**config.mk**
```make
export PLATFORM = sky130hd
export DESIGN_NAME = uart_cmd_dispatcher
export DESIGN_NICKNAME = d
export VERILOG_FILES = /design/src/rtl/uart_cmd_pkg.sv /design/src/rtl/uart_edge_detect.sv /design/src/rtl/uart_cmd_dispatcher.sv
export SDC_FILE = /design/constraint.sdc
export NUM_CORES = 1
export LEC_CHECK = 0
export ABC_AREA = 1
export BUFFER_PORTS_ARGS = -buffer_cell sky130_fd_sc_hd__buf_2
export CAP_MARGIN = 20
export CELL_PAD_IN_SITES_DETAIL_PLACEMENT = 1
export CELL_PAD_IN_SITES_GLOBAL_PLACEMENT = 1
export CORE_ASPECT_RATIO = 0.75
export CORE_MARGIN = 2
export CORE_UTILIZATION = 35
export CTS_CLUSTER_DIAMETER = 150
export DETAILED_ROUTE_END_ITERATION = 6
export PLACE_DENSITY_LB_ADDON = 0.05
export SYNTH_ARGS = -nofsm -noshare
export SYNTH_HDL_FRONTEND = slang
export SYNTH_HIERARCHICAL = 1
export SYNTH_SLANG_ARGS = --single-unit
```
**constraint.sdc**
```tcl
create_clock -name clk_9k6 -period 1.9 [get_ports clk_9k6]
set_input_delay 0.19 -clock clk_9k6 [delete_from_list [all_inputs] [get_ports clk_9k6]]
set_output_delay 0.19 -clock clk_9k6 [all_outputs]
set_load 0.05 [all_outputs]
```
**src/rtl/uart_cmd_pkg.sv**
```systemverilog
`default_nettype none
// ============================================================================
// Module      : uart_cmd_pkg
// Description : Shared definitions for the UART command dispatcher.
//               Holds the FSM state encoding, command and response codes,
//               the continuous-mode and read-kind enums, and a helper that
//               packs a response word.
// Ports       : none (package)
// Revision    : 1.0 - initial release
// ============================================================================
package uart_cmd_pkg;

  // FSM state encoding
  localparam logic [2:0] ST_IDLE        = 3'd0;
  localparam logic [2:0] ST_DECODE      = 3'd1;
  localparam logic [2:0] ST_SENSOR_REQ  = 3'd2;
  localparam logic [2:0] ST_SENSOR_WAIT = 3'd3;
  localparam logic [2:0] ST_LOAD_TX     = 3'd4;
  localparam logic [2:0] ST_TX_WAIT     = 3'd5;

  // Command codes (upper byte of the received word)
  localparam logic [7:0] CMD_STATUS    = 8'h00;
  localparam logic [7:0] CMD_TEMP      = 8'h01;
  localparam logic [7:0] CMD_HUM       = 8'h02;
  localparam logic [7:0] CMD_CONT_TEMP = 8'h03;
  localparam logic [7:0] CMD_CONT_HUM  = 8'h04;
  localparam logic [7:0] CMD_STOP_TEMP = 8'h05;
  localparam logic [7:0] CMD_STOP_HUM  = 8'h06;

  // Response codes (upper byte of the transmitted word)
  localparam logic [7:0] RSP_STATUS_OK = 8'h1F;
  localparam logic [7:0] RSP_SENS_ERR  = 8'h1E;
  localparam logic [7:0] RSP_TEMP      = 8'h09;
  localparam logic [7:0] RSP_HUM       = 8'h08;
  localparam logic [7:0] RSP_STOP_TEMP = 8'h0A;
  localparam logic [7:0] RSP_STOP_HUM  = 8'h0B;
  localparam logic [7:0] RSP_BAD_CMD   = 8'hFF;
  localparam logic [7:0] RSP_BAD_ADDR  = 8'hFE;
  localparam logic [7:0] RSP_TIMEOUT   = 8'hFD;

  typedef enum logic [1:0] {
    CONT_OFF  = 2'd0,
    CONT_TEMP = 2'd1,
    CONT_HUM  = 2'd2
  } cont_mode_e;

  typedef enum logic [1:0] {
    KIND_STATUS = 2'd0,
    KIND_TEMP   = 2'd1,
    KIND_HUM    = 2'd2
  } read_kind_e;

  function automatic logic [15:0] rsp_word(input logic [7:0] code,
                                           input logic [7:0] payload);
    return {code, payload};
  endfunction

endpackage
`default_nettype wire

```
**src/rtl/uart_edge_detect.sv**
```systemverilog
`default_nettype none
// ============================================================================
// Module      : uart_edge_detect
// Description : Rising-edge detector. The input is compared against a
//               registered copy of itself; o_rise is high for the cycle in
//               which the input is 1 and its previous-cycle value was 0.
// Ports       : clk_9k6 - clock
//               rst_n   - synchronous active-low reset
//               i_sig   - level input
//               o_rise  - one-cycle rising-edge indication
// Revision    : 1.0 - initial release
// ============================================================================
module uart_edge_detect (
  input  logic clk_9k6,
  input  logic rst_n,
  input  logic i_sig,
  output logic o_rise
);

  logic r_prev;

  always_ff @(posedge clk_9k6) begin
    if (!rst_n) r_prev <= 1'b0;
    else        r_prev <= i_sig;
  end

  assign o_rise = i_sig & ~r_prev;

endmodule
`default_nettype wire

```
**src/rtl/uart_cmd_dispatcher.sv**
```systemverilog
`default_nettype none
// ============================================================================
// Module      : uart_cmd_dispatcher
// Description : Takes command words from the UART receiver, validates them,
//               issues one sensor read, and returns a 16-bit response to the
//               UART transmitter. Supports a continuous-monitoring mode that
//               periodically re-reads one sensor and streams the results.
// Ports       : clk_9k6             - baud-rate clock
//               rst_n               - synchronous active-low reset
//               data_recevied       - rx word [15:8] cmd, [7:0] address
//               data_ready_to_read  - rx valid level (rising edge used)
//               finish_transmission - tx done level (rising edge used)
//               data_to_send        - response word [15:8] code, [7:0] data
//               enable_transmiter   - one-cycle tx start pulse
//               sensor_req          - one-cycle sensor read request
//               sensor_addr         - sensor address of the current read
//               sensor_done         - sensor result strobe
//               sensor_error        - sensor fault (with sensor_done)
//               sensor_temp         - temperature (with sensor_done)
//               sensor_hum          - humidity (with sensor_done)
//               overrun             - sticky dropped-command flag
// Revision    : 1.0 - initial release
// ============================================================================
module uart_cmd_dispatcher
  import uart_cmd_pkg::*;
#(
  parameter int NUM_SENSORS    = 32,
  parameter int TIMEOUT_CYCLES = 9600,
  parameter int CONT_PERIOD    = 19200
) (
  input  logic        clk_9k6,
  input  logic        rst_n,
  input  logic [15:0] data_recevied,
  input  logic        data_ready_to_read,
  input  logic        finish_transmission,
  output logic [15:0] data_to_send,
  output logic        enable_transmiter,
  output logic        sensor_req,
  output logic [7:0]  sensor_addr,
  input  logic        sensor_done,
  input  logic        sensor_error,
  input  logic [7:0]  sensor_temp,
  input  logic [7:0]  sensor_hum,
  output logic        overrun
);

  localparam int c_TW = $clog2(TIMEOUT_CYCLES + 1);
  localparam int c_PW = $clog2(CONT_PERIOD + 1);
  localparam logic [c_TW-1:0] c_TO_LAST  = c_TW'(TIMEOUT_CYCLES - 1);
  localparam logic [c_PW-1:0] c_PER_LAST = c_PW'(CONT_PERIOD - 1);
  localparam logic [8:0]      c_NUM_SENS = 9'(NUM_SENSORS);

  logic             w_rx_rise;
  logic             w_fin_rise;
  logic             w_pend_take;
  logic [7:0]       w_cmd;
  logic [7:0]       w_addr;
  logic             w_addr_bad;

  logic [2:0]       r_state;
  logic             r_pend_valid;
  logic [15:0]      r_pend_data;
  logic [15:0]      r_cur;
  read_kind_e       r_kind;
  cont_mode_e       r_cont_mode;
  logic [7:0]       r_cont_addr;
  logic [7:0]       r_sensor_addr;
  logic [15:0]      r_tx_data;
  logic             r_overrun;
  logic [c_TW-1:0]  r_timer;
  logic [c_PW-1:0]  r_period;

  uart_edge_detect u_rx_edge (
    .clk_9k6 (clk_9k6),
    .rst_n   (rst_n),
    .i_sig   (data_ready_to_read),
    .o_rise  (w_rx_rise)
  );

  uart_edge_detect u_fin_edge (
    .clk_9k6 (clk_9k6),
    .rst_n   (rst_n),
    .i_sig   (finish_transmission),
    .o_rise  (w_fin_rise)
  );

  // IDLE empties the buffer this cycle, so a word arriving now still fits.
  assign w_pend_take = (r_state == ST_IDLE) && r_pend_valid;
  assign w_cmd       = r_cur[15:8];
  assign w_addr      = r_cur[7:0];
  assign w_addr_bad  = ({1'b0, w_addr} >= c_NUM_SENS);

  always_ff @(posedge clk_9k6) begin
    if (!rst_n) begin
      r_state       <= ST_IDLE;
      r_pend_valid  <= 1'b0;
      r_pend_data   <= '0;
      r_cur         <= '0;
      r_kind        <= KIND_STATUS;
      r_cont_mode   <= CONT_OFF;
      r_cont_addr   <= '0;
      r_sensor_addr <= '0;
      r_tx_data     <= '0;
      r_overrun     <= 1'b0;
      r_timer       <= '0;
      r_period      <= '0;
    end else begin
      // One-entry pending buffer, filled in every FSM state
      if (w_rx_rise) begin
        if (r_pend_valid && !w_pend_take) begin
          r_overrun <= 1'b1;
        end else begin
          r_pend_valid <= 1'b1;
          r_pend_data  <= data_recevied;
        end
      end else if (w_pend_take) begin
        r_pend_valid <= 1'b0;
      end

      case (r_state)
        ST_IDLE: begin
          r_timer <= '0;
          if (r_pend_valid) begin
            r_cur    <= r_pend_data;
            r_period <= '0;
            r_state  <= ST_DECODE;
          end else if (r_cont_mode != CONT_OFF) begin
            if (r_period == c_PER_LAST) begin
              r_period      <= '0;
              r_kind        <= (r_cont_mode == CONT_TEMP) ? KIND_TEMP : KIND_HUM;
              r_sensor_addr <= r_cont_addr;
              r_state       <= ST_SENSOR_REQ;
            end else begin
              r_period <= r_period + c_PW'(1);
            end
          end else begin
            r_period <= '0;
          end
        end

        ST_DECODE: begin
          r_state <= ST_LOAD_TX;
          if (w_cmd > CMD_STOP_HUM) begin
            r_tx_data <= rsp_word(RSP_BAD_CMD, 8'h00);
          end else if (w_addr_bad) begin
            r_tx_data <= rsp_word(RSP_BAD_ADDR, 8'h00);
          end else begin
            case (w_cmd)
              CMD_STATUS: begin
                r_kind        <= KIND_STATUS;
                r_sensor_addr <= w_addr;
                r_state       <= ST_SENSOR_REQ;
              end
              CMD_TEMP: begin
                r_kind        <= KIND_TEMP;
                r_sensor_addr <= w_addr;
                r_state       <= ST_SENSOR_REQ;
              end
              CMD_HUM: begin
                r_kind        <= KIND_HUM;
                r_sensor_addr <= w_addr;
                r_state       <= ST_SENSOR_REQ;
              end
              CMD_CONT_TEMP: begin
                r_cont_mode   <= CONT_TEMP;
                r_cont_addr   <= w_addr;
                r_kind        <= KIND_TEMP;
                r_sensor_addr <= w_addr;
                r_state       <= ST_SENSOR_REQ;
              end
              CMD_CONT_HUM: begin
                r_cont_mode   <= CONT_HUM;
                r_cont_addr   <= w_addr;
                r_kind        <= KIND_HUM;
                r_sensor_addr <= w_addr;
                r_state       <= ST_SENSOR_REQ;
              end
              CMD_STOP_TEMP: begin
                if (r_cont_mode == CONT_TEMP) begin
                  r_cont_mode <= CONT_OFF;
                  r_tx_data   <= rsp_word(RSP_STOP_TEMP, 8'h00);
                end else begin
                  r_tx_data   <= rsp_word(RSP_BAD_CMD, 8'h00);
                end
              end
              CMD_STOP_HUM: begin
                if (r_cont_mode == CONT_HUM) begin
                  r_cont_mode <= CONT_OFF;
                  r_tx_data   <= rsp_word(RSP_STOP_HUM, 8'h00);
                end else begin
                  r_tx_data   <= rsp_word(RSP_BAD_CMD, 8'h00);
                end
              end
              default: r_tx_data <= rsp_word(RSP_BAD_CMD, 8'h00);
            endcase
          end
        end

        ST_SENSOR_REQ: begin
          r_timer <= '0;
          r_state <= ST_SENSOR_WAIT;
        end

        ST_SENSOR_WAIT: begin
          // A result arriving on the final timeout cycle still counts.
          if (sensor_done) begin
            r_timer <= '0;
            r_state <= ST_LOAD_TX;
            if (sensor_error) begin
              r_tx_data <= rsp_word(RSP_SENS_ERR, 8'h00);
            end else begin
              case (r_kind)
                KIND_TEMP: r_tx_data <= rsp_word(RSP_TEMP, sensor_temp);
                KIND_HUM:  r_tx_data <= rsp_word(RSP_HUM, sensor_hum);
                default:   r_tx_data <= rsp_word(RSP_STATUS_OK, 8'h00);
              endcase
            end
          end else if (r_timer == c_TO_LAST) begin
            r_timer     <= '0;
            r_cont_mode <= CONT_OFF;
            r_tx_data   <= rsp_word(RSP_TIMEOUT, 8'h00);
            r_state     <= ST_LOAD_TX;
          end else begin
            r_timer <= r_timer + c_TW'(1);
          end
        end

        ST_LOAD_TX: begin
          r_timer <= '0;
          r_state <= ST_TX_WAIT;
        end

        ST_TX_WAIT: begin
          if (w_fin_rise || (r_timer == c_TO_LAST)) begin
            r_timer <= '0;
            r_state <= ST_IDLE;
          end else begin
            r_timer <= r_timer + c_TW'(1);
          end
        end

        default: r_state <= ST_IDLE;
      endcase
    end
  end

  assign data_to_send      = r_tx_data;
  assign enable_transmiter = (r_state == ST_LOAD_TX);
  assign sensor_req        = (r_state == ST_SENSOR_REQ);
  assign sensor_addr       = r_sensor_addr;
  assign overrun           = r_overrun;

endmodule
`default_nettype wire

```
After elaboration in Yosys (flattened, before gate mapping)

Index checks and enable logic that the tools add are counted.

Reduce and logical (&&, ||, !) cells: 26
Multiplexer cells: 53
$lt $le $gt $ge: 2
$add $sub $neg: 2
Bitwise logic cells: 7
Eq/ne operators: 35

Operator list:

| operator                                                                             | count |
|---|---|
| 16-bit two-way mux                                                                   | 6 |
| 8-bit two-way mux                                                                    | 6 |
| 16-bit case mux with 3 select lines                                                  | 1 |
| 15-bit two-way mux                                                                   | 3 |
| 14-bit two-way mux                                                                   | 3 |
| 14-bit case mux with 3 select lines                                                  | 1 |
| 16-bit case mux with 2 select lines                                                  | 1 |
| 3-bit two-way mux                                                                    | 9 |
| 13-bit case mux with 2 select lines                                                  | 1 |
| 8-bit by 3-bit == test with 1-bit output (second input constant)                     | 3 |
| 2-bit two-way mux                                                                    | 12 |
| 3-bit case mux with 6 select lines                                                   | 1 |
| 8-bit by 2-bit == test with 1-bit output (second input constant)                     | 2 |
| 2-bit != test (second input constant)                                                | 8 |
| 8-bit case mux with 2 select lines                                                   | 1 |
| 15-bit by 1-bit adder with 15-bit output (second input constant)                     | 1 |
| 15-bit == test (second input constant)                                               | 1 |
| 14-bit by 1-bit adder with 14-bit output (second input constant)                     | 1 |
| 14-bit == test (second input constant)                                               | 1 |
| 7-bit AND reduction                                                                  | 2 |
| 13-bit two-way mux                                                                   | 1 |
| 3-bit != test (second input constant)                                                | 3 |
| 8-bit by 1-bit == test with 1-bit output (second input constant)                     | 1 |
| 8-bit by 6-bit greater-or-equal comparator with 1-bit output (second input constant) | 1 |
| other kinds (31)                                                                     | 55 |

Input bits: 38
Register bits: 104
Word-level logic and storage cells: 139

Logic depth before layout (Yosys ltp)

Word-level depth: 6
Depth in mapped cells: 12
Depth with buffers taken out: 12

Cells and area by module

Netlist, hierarchy kept.

By module, submodules not included:

| module              | times used | cells each | area an instance (µm²) |
|---|---|---|---|
| uart_cmd_dispatcher | 1          | 713        | 4848.4 |
| uart_edge_detect    | 2          | 5          | 37.5 |

Worst setup path after synthesis

No wires, ideal clock.

Path kind: register -> register
Start: register r_state[1]
End: register r_state[1]
Library setup time: 0.064 ns
Data required time: 1.836 ns
Arrival time: 1.949 ns
Stages on the path, launching flop included: 7
Clock period less this slack: 2.012 ns
Buffers on the path: 0
Slack: -0.112 ns
Cell sequence: dfxtp_1 inv_2 nor3_1 nor2_1 o21ai_0 nor2_1 nor2_1

Elaborated cells between the ends (all ways): 12
Classes of those cells: 9 x eq/ne; 1 x mux; 2 x reduce/logical

RTL lines:

| item                                     | line                       | RTL |
|---|---|---|
| start, declared                          | uart_cmd_dispatcher.sv:60  | `logic [2:0] r_state;` |
| start signal, assigned                   | uart_cmd_dispatcher.sv:95  | `r_state <= ST_IDLE;` |
| start signal, assigned                   | uart_cmd_dispatcher.sv:126 | `r_state <= ST_DECODE;` |
| start signal, assigned                   | uart_cmd_dispatcher.sv:132 | `r_state <= ST_SENSOR_REQ;` |
| 3-bit by 2-bit == test with 1-bit output | --                         |  |
| net sensor_req                           | uart_cmd_dispatcher.sv:38  | `output logic sensor_req,` |
| 3-bit case mux with 6 select lines       | uart_cmd_dispatcher.sv:120 | `case (r_state)` |

The timed path passes the listed nets, and every way through them passes these cells.
A chain may end at the register's enable or synchronous reset.

Worst setup path after layout

Start: register r_period[0]
End: register r_kind[1]

Cells in the longest elaborated chain, start to end: 3

Ends and longest elaborated chain:

| item                                                      | line                       | RTL |
|---|---|---|
| start, declared                                           | uart_cmd_dispatcher.sv:71  | `logic [c_PW-1:0] r_period;` |
| start signal, assigned                                    | uart_cmd_dispatcher.sv:134 | `r_period <= r_period + c_PW'(1);` |
| 15-bit == test                                            | uart_cmd_dispatcher.sv:128 | `if (r_period == c_PER_LAST) begin` |
| 2-bit by 1-bit != test with 1-bit output (no source line) | --                         |  |
| 7-bit AND reduction (no source line)                      | --                         |  |
| end signal, assigned                                      | uart_cmd_dispatcher.sv:130 | `r_kind <= (r_cont_mode == CONT_TEMP) ? KIND_TEMP : KIND_HUM;` |
| end, declared                                             | uart_cmd_dispatcher.sv:64  | `read_kind_e r_kind;` |

Every way passes these cells.

==> results.json <==
{
  "status": "finished clean",
  "ir_drop_mv": 0.5955,
  "finalMaxSlewViolations": 0,
  "syn_inst": 723,
  "crit_chain": "ha_2 -> nand2_1 -> nor2_1 -> nand2_2 -> nor2_2 -> nand3b_1 -> buf_4 -> a21oi_4 -> buf_12 -> nor2_1 -> nor2_1",
  "powerDensity_nw_per_um2": 1347,
  "nNetsFinal": 835,
  "regArea_um2": 2028,
  "vias_per_cell": 4.975,
  "drcViolationCount": 0,
  "cts_tree": "built",
  "met1_usage": 0.2323,
  "cts_root_buffer": "clkbuf_16",
  "multi_input_area_um2": 2530,
  "stdcell_count": 972,
  "drtIter0Drc": 141,
  "cts_buffer_depth": 2,
  "clk_pin_slew_ns": 0.07,
  "grt_pass1_wl_um": 23420,
  "synth_flop_cell": "dfxtp_1",
  "crit_fanout": 10,
  "dieArea_um2": 15040,
  "grt_max_degree": 33,
  "cp_num_buf_inv": 2,
  "fin_crit_sh": 0.9292,
  "crit_family": "simple AND/OR/NAND/NOR gates",
  "die_width_um": 141.0,
  "syn_area_um2": 4923,
  "crit_path_start_kind": "flip-flop",
  "synth_cell_types": 39,
  "grt.met2_usage": 0.3408,
  "grt.overflow.total": 0,
  "cts_buffers": 9,
  "nFillCells": 1800,
  "antenna_found_initial": 0,
  "swShare": 0.4208,
  "firstDrtPassIters": 4,
  "worst_slew_margin_rel": 0.6880,
  "wl_per_cell_um": 14.09,
  "synth-seq-area-share": 0.4107,
  "critPathKind": "flip-flop to flip-flop",
  "mappedNetlistNets": 766,
  "crit_path_end_kind": "flip-flop",
  "drv_cap": 0,
  "die_h_um": 106.7,
  "combPwrFrac": 0.407,
  "gr-usage-met3": 0.04109,
  "drive_gt1_frac": 0.1807,
  "setup_viol": 0,
  "total_power_mw": 7.915,
  "core_area_um2": 13750,
  "clock_latency_ns": 0.36,
  "intPower_mw": 4.585,
  "synth_common_cells": "nand2_1, nor2_1, dfxtp_1, inv_1, a21oi_1",
  "p_seq_frac": 0.334,
  "dr_total_vias": 4836,
  "ant_nets": 0,
  "required_ns": 2.19,
  "synth_top_area_frac": 0.4107,
  "worstMarginPinSlew_ns": 0.4644,
  "slowest_delay_ns": 0.36,
  "hp-class": "input port to flip-flop",
  "dp_hpwl_um": 10280,
  "syn2layout_area_growth_pct": 19.36,
  "tns_ns": 0,
  "drt_wl_total_um": 13700,
  "port_buffers": 64,
  "htree_levels": 3,
  "dp.cells": 953,
  "yosysWarnings": 6,
  "insertedDiodeCount": 0,
  "p_clk_frac": 0.259,
  "crit_top_cell": "nor2_1",
  "grt.busiest_layer": "met2",
  "synth-seq-cells": 101,
  "ios": 65,
  "synth_area_leader_cell": "dfxtp_1",
  "p_leak_nw": 2.508,
  "gp_congestion": 0.8444,
  "first_global_vias": 5039,
  "fin_skew_ns": 0.006670,
  "max_freq_mhz": 566.4,
  "synthTopCellsByArea": "dfxtp_1, nand2_1, nor2_1, a21oi_1, o21ai_0",
  "ys_async_sr_fraction": 0,
  "grtUsageTotal": 0.1925,
  "synth_edf_count": 0,
  "crit_slowest_cell": "dfxtp_2",
  "synth.most_common_cell": "nand2_1",
  "min_period_ns": 1.766,
  "start_util": 0.3581,
  "rows": 37,
  "clkSinkCount": 101,
  "crit_arrival_ns": 2.06,
  "p_switching_mw": 3.330,
  "ctsHoldBuffers": 0,
  "syn_area_per_cell_um2": 6.810,
  "hold_viol": 0
}
==> worst paths after layout <==
kind                                    startpoint                to  slack [ns]  cells after the start
worst max-delay path                   r_period[0]         r_kind[1]        0.13                     11
worst min-delay path            data_ready_to_read  u_rx_edge/r_prev        0.04                      3
worst max register to register         r_period[0]         r_kind[1]        0.13                     11
worst min register to register      r_cont_addr[7]    r_cont_addr[7]        0.44                      2
==> layer usage <==
metal	share of wire	vias to the layer above
met1	0.48	2318
met5	0	-
met3	0.022	16
met4	0.017	0
met2	0.48	42
li1	-	2460
==> power groups by stage <==
stage	logic (mW)	registers, mW	clock network [mW]
after global placement	3.00	2.67	0
after CTS	3.20	2.64	2.12
after detailed placement	3.10	2.68	0
after floorplan	2.03	2.96	0
final	3.22	2.65	2.05
after global routing	3.60	2.69	2.18
==> cells by family after synthesis <==
kind of cell	synth area share
AOI/OAI and AO/OA	0.1469
xor gates and xnor gates	0.01423
adders and majority gates	0.01271
buffers and inverters	0.08615
DFF	0.4107
and+or+nand+nor	0.3294
==> layout make-up <==
cell class                      count  share of cell area
Inverter                           77             0.04961
Clock buffer                       10             0.04066
Sequential cell                   101              0.3451
Timing Repair Buffer               83             0.08090
Tap cell                          175             0.03726
Multi-Input combinational cell    520              0.4305
Clock inverter                      6             0.01597
==> timing repair <==
item	4_1_cts	5_1_grt
pin swaps	1	1
setup endpoints to repair	10	33
setup buffers	1	2
gates resized for setup	1	16
==> tightest hold or removal path: stages <==
cell and delay (ns):
buf_2 0.09, nand2_1 0.04, inv_1 0.04
==> through the flow <==
step | setup slack, ns | hold slack, ns | util | cell area (µm²)
after floorplan | 0.3486 | 0.2835 | - | 4928
after global placement | 0.09259 | 0.3976 | 0.3968 | 5455
after detailed placement | -0.01833 | 0.4092 | 0.3968 | 5455
after CTS | 0.02747 | 0.02253 | 0.4226 | 5811
after global routing | -0.006834 | 0.04216 | 0.4274 | 5877
final | 0.1345 | 0.03848 | 0.4274 | 5877
==> cells in the final DEF (no fill, tap or decap), types with 2 or more instances in the layout <==
cell type  count
nor3_1        12
nor2_2        11
nand3_2        2
dfxtp_2        5
nand2_2        5
a22o_1         8
ha_1           4
nand2_4        3
nand2_1      159
clkinv_4       2
o211ai_1       6
inv_2          7
nor3_2         2
buf_4         18
xor2_1         7
o21ai_0       53
dfxtp_1       96
nor2_1       122
nand3_1       37
nor2_4         3
buf_2         64
clkbuf_16      9
bufinv_16      2
a21oi_1       55
nand3b_1      12
nand4_1        5
inv_1         69
==> state kept, by name, summed over array words and instances, names as in the netlist <==
| signal | flops |
|---|---|
| r_cur | 16 |
| r_pend_data | 16 |
| r_period | 15 |
| r_timer | 14 |
| data_to_send | 13 |
| r_cont_addr | 8 |
| sensor_addr | 8 |
| r_state | 3 |
| r_cont_mode | 2 |
| r_kind | 2 |
| overrun | 1 |
| r_pend_valid | 1 |
| u_fin_edge/r_prev | 1 |
| u_rx_edge/r_prev | 1 |
Power figures use the tool's default switching activity.
